<file path="config.mk">
export PLATFORM = sky130hd
export DESIGN_NAME = vga_timing_ctrl
export DESIGN_NICKNAME = d
export VERILOG_FILES = /design/src/rtl/vga_pkg.sv /design/src/rtl/grid_axis_tracker.sv /design/src/rtl/vga_timing_ctrl.sv
export SDC_FILE = /design/constraint.sdc
export NUM_CORES = 1
export LEC_CHECK = 0
export ABC_AREA = 1
export CORE_MARGIN = 2
export CORE_UTILIZATION = 44
export CTS_CLUSTER_SIZE = 40
export DETAILED_ROUTE_END_ITERATION = 10
export PLACE_DENSITY = 0.78
export SKIP_LAST_GASP = 1
export SLEW_MARGIN = 10
export SYNTH_ARGS = -nofsm -noshare
export SYNTH_HDL_FRONTEND = slang
export SYNTH_SLANG_ARGS = --single-unit
</file>
<file path="constraint.sdc">
create_clock -name clk -period 3.1 [get_ports clk]
set_clock_uncertainty 0.1 [all_clocks]
set_input_delay 0.62 -clock clk [delete_from_list [all_inputs] [get_ports clk]]
set_output_delay 0.62 -clock clk [all_outputs]
set_load 0.01 [all_outputs]
</file>
<file path="src/rtl/vga_pkg.sv">
// Shared constants for the VGA timing controller: default 800x600@72 timing,
// grid geometry used by the cell tracker, and the "no cell" index value.
package vga_pkg;

  localparam int CNT_W = 12;

  localparam int DEF_HSIZE = 800;
  localparam int DEF_HFP   = 856;
  localparam int DEF_HSP   = 976;
  localparam int DEF_HMAX  = 1040;
  localparam int DEF_VSIZE = 600;
  localparam int DEF_VFP   = 637;
  localparam int DEF_VSP   = 643;
  localparam int DEF_VMAX  = 666;
  localparam int DEF_HSPP  = 1;
  localparam int DEF_VSPP  = 1;

  localparam int GRID_ORG = 50;
  localparam int CELL     = 50;
  localparam int NCELL    = 10;

  localparam logic [3:0] CELL_NONE = 4'd15;

  function automatic logic [CNT_W-1:0] to_cnt(input int v);
    return CNT_W'(v);
  endfunction

endpackage

</file>
<file path="src/rtl/grid_axis_tracker.sv">
// One axis of the grid cell tracker: follows a position counter with an
// offset-within-cell and cell index, using compares only (no divide/multiply).
module grid_axis_tracker
  import vga_pkg::*;
#(
  parameter int ORG   = GRID_ORG,
  parameter int PITCH = CELL,
  parameter int N     = NCELL
) (
  input  logic                 clk,
  input  logic                 reset,
  input  logic                 inc,
  input  logic                 wrap,
  input  logic [CNT_W-1:0]     pos,
  output logic [3:0]           idx,
  output logic                 inr,
  output logic                 hit
);

  localparam logic [CNT_W-1:0] ORG_C    = to_cnt(ORG);
  localparam logic [CNT_W-1:0] END_C    = to_cnt(ORG + N * PITCH);
  localparam logic [CNT_W-1:0] LAST_OFF = to_cnt(PITCH - 1);
  localparam logic [3:0]       LAST_IDX = 4'(N - 1);

  logic             act, act_nx;
  logic [CNT_W-1:0] off, off_nx;
  logic [3:0]       cnt, cnt_nx;
  logic             at_end;

  // Next state is derived from the position the counter is about to take,
  // so the registered state always matches the position shown next cycle.
  always_comb begin
    act_nx = act;
    off_nx = off;
    cnt_nx = cnt;
    if (wrap) begin
      act_nx = (ORG == 0);
      off_nx = '0;
      cnt_nx = '0;
    end else if (inc) begin
      if (pos + 1'b1 == ORG_C) begin
        act_nx = 1'b1;
        off_nx = '0;
        cnt_nx = '0;
      end else if (act) begin
        if (off == LAST_OFF) begin
          off_nx = '0;
          if (cnt == LAST_IDX) begin
            act_nx = 1'b0;
            cnt_nx = '0;
          end else begin
            cnt_nx = cnt + 4'd1;
          end
        end else begin
          off_nx = off + 1'b1;
        end
      end
    end
  end

  always_ff @(posedge clk or posedge reset) begin
    if (reset) begin
      act <= 1'b0;
      off <= '0;
      cnt <= '0;
    end else begin
      act <= act_nx;
      off <= off_nx;
      cnt <= cnt_nx;
    end
  end

  // The closing boundary line sits one past the last cell.
  assign at_end = (pos == END_C);
  assign idx    = act ? cnt : CELL_NONE;
  assign inr    = act | at_end;
  assign hit    = (act && off == '0) | at_end;

endmodule

</file>
<file path="src/rtl/vga_timing_ctrl.sv">
// VGA timing generator with optional grid cell tracker.
// Define VGA_CELL_TRACK_EN to build the cell tracker; otherwise cell outputs are constant.
module vga_timing_ctrl
  import vga_pkg::*;
#(
  parameter int HSIZE    = DEF_HSIZE,
  parameter int HFP      = DEF_HFP,
  parameter int HSP      = DEF_HSP,
  parameter int HMAX     = DEF_HMAX,
  parameter int VSIZE    = DEF_VSIZE,
  parameter int VFP      = DEF_VFP,
  parameter int VSP      = DEF_VSP,
  parameter int VMAX     = DEF_VMAX,
  parameter int HSPP     = DEF_HSPP,
  parameter int VSPP     = DEF_VSPP,
  parameter int GRID_ORG = vga_pkg::GRID_ORG,
  parameter int CELL     = vga_pkg::CELL,
  parameter int NCELL    = vga_pkg::NCELL
) (
  input  logic        clk,
  input  logic        reset,
  output logic [11:0] hdata,
  output logic [11:0] vdata,
  output logic        hsync,
  output logic        vsync,
  output logic        data_enable,
  output logic        frame_start,
  output logic [3:0]  cell_col,
  output logic [3:0]  cell_row,
  output logic        in_grid,
  output logic        on_line
);

  localparam logic [CNT_W-1:0] HSIZE_C = to_cnt(HSIZE);
  localparam logic [CNT_W-1:0] HFP_C   = to_cnt(HFP);
  localparam logic [CNT_W-1:0] HSP_C   = to_cnt(HSP);
  localparam logic [CNT_W-1:0] HLAST   = to_cnt(HMAX - 1);
  localparam logic [CNT_W-1:0] VSIZE_C = to_cnt(VSIZE);
  localparam logic [CNT_W-1:0] VFP_C   = to_cnt(VFP);
  localparam logic [CNT_W-1:0] VSP_C   = to_cnt(VSP);
  localparam logic [CNT_W-1:0] VLAST   = to_cnt(VMAX - 1);
  localparam logic             HPOL    = 1'(HSPP);
  localparam logic             VPOL    = 1'(VSPP);

  logic hwrap;
  logic vwrap;

  assign hwrap = (hdata == HLAST);
  assign vwrap = (vdata == VLAST);

  always_ff @(posedge clk or posedge reset) begin
    if (reset) begin
      hdata <= '0;
      vdata <= '0;
    end else begin
      hdata <= hwrap ? '0 : hdata + 12'd1;
      if (hwrap) begin
        vdata <= vwrap ? '0 : vdata + 12'd1;
      end
    end
  end

  assign hsync       = (hdata >= HFP_C && hdata < HSP_C) ? HPOL : ~HPOL;
  assign vsync       = (vdata >= VFP_C && vdata < VSP_C) ? VPOL : ~VPOL;
  assign data_enable = (hdata < HSIZE_C) && (vdata < VSIZE_C);
  assign frame_start = (hdata == '0) && (vdata == '0);

`ifdef VGA_CELL_TRACK_EN
  logic hinr, vinr, hhit, vhit;

  grid_axis_tracker #(
    .ORG   (GRID_ORG),
    .PITCH (CELL),
    .N     (NCELL)
  ) u_hcell (
    .clk   (clk),
    .reset (reset),
    .inc   (1'b1),
    .wrap  (hwrap),
    .pos   (hdata),
    .idx   (cell_col),
    .inr   (hinr),
    .hit   (hhit)
  );

  // Vertical axis steps once per line and restarts on the frame wrap.
  grid_axis_tracker #(
    .ORG   (GRID_ORG),
    .PITCH (CELL),
    .N     (NCELL)
  ) u_vcell (
    .clk   (clk),
    .reset (reset),
    .inc   (hwrap),
    .wrap  (hwrap & vwrap),
    .pos   (vdata),
    .idx   (cell_row),
    .inr   (vinr),
    .hit   (vhit)
  );

  assign in_grid = hinr & vinr;
  assign on_line = in_grid & (hhit | vhit);
`else
  assign cell_col = CELL_NONE;
  assign cell_row = CELL_NONE;
  assign in_grid  = 1'b0;
  assign on_line  = 1'b0;
`endif

endmodule

</file>
# Yosys cells after proc, flatten, opt, wreduce, memory -nomap -nowiden
# Cells that the tools add are included.
dict set report word_totals {
  in_bits 2
  regBits 24
  word_cells 22
}
dict set report classes {
  n_reduce_logical 6
  mux 4
  order_cmp 6
  eq_ne 2
  addsub 2
}
# cell count
set ops {}
lappend ops {{< comparator 12 x 10 -> 1 bit (second input constant)} 4}
lappend ops {{adder 12 x 1 -> 12 bit (second input constant)} 2}
lappend ops {{>= comparator 12 x 10 -> 1 bit (second input constant)} 2}
lappend ops {{zero test 12 bit} 2}
lappend ops {{two-way mux 12 bit} 2}
lappend ops {{== test 12 x 10 -> 1 bit (second input constant)} 1}
lappend ops {{== test 12 x 11 -> 1 bit (second input constant)} 1}
lappend ops {{logical AND 1 bit} 4}
lappend ops {{two-way mux 1 bit} 2}

# Depth between registers and ports, before layout
dict set report logic_depth {
  depth_word 3
  mapped_depth 10
}

# Least setup slack after synthesis
# Ideal clock, no wire load.
dict set report synth_path {
  path_type {reg-to-output}
  startpoint {reg hdata[11]}
  endpoint {out frame_start}
  setup_slack_ns 1.177
  n_path_buf 0
  t_required_ns 2.380
  arrival_ns 1.203
  stages_incl_launch_ff 5
  path_cell_list {dfrtp_1 -> or2_2 -> nor2_1 -> nand2_1 -> nor3_1}
}
dict set report synth_via {
  elab_chain_cells 2
}
# item line
set synth_rtl {}
lappend synth_rtl {{from (decl)} vga_timing_ctrl.sv:22} ;# output logic [11:0] hdata,
lappend synth_rtl {{from (signal assigned)} vga_timing_ctrl.sv:56} ;# hdata <= hwrap ? '0 : hdata + 12'd1;
lappend synth_rtl {{zero test 12 bit} vga_timing_ctrl.sv:66} ;# assign frame_start = (hdata == '0) && (vdata == '0);
lappend synth_rtl {{logical AND 1 bit} vga_timing_ctrl.sv:66}
lappend synth_rtl {{to (decl)} vga_timing_ctrl.sv:27} ;# output logic frame_start,
# No other way between the ends.

# Final worst setup path
# Same ends and word-level chain as after synthesis.

==> results.ini <==
[setup_path]
arrival_ns = 2.00
worstSetupPathType = flop to primary output
crit_fanout = 4
required_ns = 2.38
cp-end-kind = primary output
r2r_cells = 9
setup.worst_path.start_class = flop

[run]
drv_cap = 0

[die]
dieArea_um2 = 4330
dieHeight_um = 65.8
die_w_um = 65.8
core_area_um2 = 3660
start_util_pct = 45.9
io_pins = 40
row_count = 22

[clock_tree]
clockBufferDepth = 2
cts_sinks = 24
cts_tree = yes
htree_levels = 1
clkSlewWorstSetupHoldPaths_ns = 0.09
postCtsHoldBufs = 0
cts_buffers = 3
cts_setup_buffers = 0
cts-root-buf = clkbuf_8
clock_latency_ns = 0.27
cts.repair.resized = 0

[finish]
finalInstanceArea_um2 = 2000
layout.cells.most_common_list = 50 x nand2_1, 31 x inv_1, 29 x clkdlybuf4s50_1
drive_gt1_share_pct = 9.58
finalCoreUtilization_pct = 54.8
fin_nets = 271
layout_commonest_cell = nand2_1
final-instance-count-excl-fill = 309
antenna_cells = 0
nFillCells = 340
area_growth_pct = 19.2

[synth]
synth_area_per_cell_um2 = 7.22
synthCells = 233
yosysUniqueCellTypes = 29
synth_seq_cells = 24
ys_warn_count = 0
ys_seq_area_share_pct = 35.7
syn_area_um2 = 1680

[drt]
wl_met3_um = 151
dr.pass1.iters = 4
wl_met1_um = 1720
wl_met2_um = 1500
wl_um = 3460
drc = 0
antenna_left = 0
vias = 1470
top_layer_used = met4
viasPerCell = 4.76
drt_iter0_markers = 82
wl_per_cell_um = 11.2

[grt]
grt_pass1_vias = 1371
gr-usage-all-layers_pct = 18.0
grt_pass1_wl_um = 6020
grt_overflow = 0
antenna_found_initial = 0
grt_max_degree = 25

[timing]
hold_viol = 0
rsz0062_at_grt = false
fin_tns_setup_ns = 0
holdWs_ns = 0.411
setup_ws_ns = 0.382
maxSlewViolCount = 0
min_period_ns = 2.72
fmax_ghz = 0.368
setup_viol = 0
fin_crit_sh_pct = 87.7

[placed_design]
dp_hpwl_um = 2710
placed_cells = 306
place.port_buffers = 29
place_area_um2 = 1960
place_congestion = 0.968
place_ws_ns = 0.715

[worst_hold_path]
hold_class = flop to flop
whs_path_depth = 1

[pwr]
p_leak_nw = 0.977
p_per_area_nw_per_um2 = 258
power.total_mw = 0.516
vdd_drop_max_v = 0.000163

[status]
outcome = finished clean

[routing by layer]
metal / GRT usage, % / up-vias
met5: 0 / -
met4: 8.85 / 0
met3: 2.56 / 9
met2: 27.3 / 43
met1: 25.2 / 653
li1: - / 765
[critical path: stages, from the launching register on]
cell and delay (ns):
dfrtp_1 0.42, or2_2 0.32, nor2_1 0.13, nand2_1 0.08
nor3_1 0.21, clkdlybuf4s50_1 0.58
[cells by family after synthesis]
group | count (synthesis) | synth area share [%]
XOR/XNOR | 6 | 3.12
AO/OA/AOI/OAI | 20 | 6.25
buffers and inverters | 50 | 14.9
flip-flops | 24 | 35.7
other | 2 | 0.447
adder cells (fa/ha/maj) | 6 | 4.46
AND/OR/NAND/NOR | 125 | 35.1
[cell type report]
type / instances / area (um2) / area share, %
Clock buffer: 3 / 41.3 / 2.06
Inverter: 37 / 144 / 7.18
Multi-Input combinational cell: 167 / 861 / 42.9
Sequential cell: 24 / 601 / 30.0
Tap cell: 48 / 60.1 / 3.00
Timing Repair Buffer: 30 / 298 / 14.9
[synthesized netlist by cell type]
cell	instances	area share [%]
buf_8	1	0.89
o21ai_1	12	3.6
conb_1	2	0.45
nor2_4	5	3.3
nor2_1	28	6.2
buf_6	1	0.67
clkbuf_2	1	0.30
o211ai_1	1	0.45
nand2_1	50	11
nand3_1	21	6.2
nor2_2	4	1.5
inv_2	4	0.89
nand4_1	5	1.9
dfrtp_1	24	36
o21ai_0	2	0.60
xor2_1	5	2.6
a211oi_1	1	0.45
nor3_1	4	1.2
or2_2	3	1.1
a21oi_1	4	1.2
buf_4	10	4.5
nand2_2	2	0.74
xnor2_1	1	0.52
and3_1	1	0.37
ha_1	6	4.5
clkinv_1	1	0.22
inv_1	31	6.9
clkinv_4	1	0.52
nand2_4	2	1.3
[sequential cells by signal (all words and copies together), names as in the netlist]
name,cells
hdata,12
vdata,12
[worst paths after layout]
path	start	to	slack, ns
max	hdata[11]	frame_start	0.38
min	hdata[0]	hdata[0]	0.41
max reg2reg	hdata[0]	vdata[11]	1.43
min reg2reg	hdata[0]	hdata[0]	0.41
max in group asynchronous	reset	vdata[7]	2.08
min in group asynchronous	reset	hdata[8]	0.58
[report_power, final]
| part | internal [mW] | leakage [nW] | total, mW | switching, mW |
|---|---|---|---|---|
| Sequential | 0.313 | 0.321 | 0.313 | 0 |
| Clock | 0.0871 | 0.0216 | 0.190 | 0.103 |
| Combinational | 0.00202 | 0.634 | 0.0135 | 0.0115 |
| Total | 0.402 | 0.977 | 0.516 | 0.115 |
Note: power is estimated with default switching activity, not from simulation.
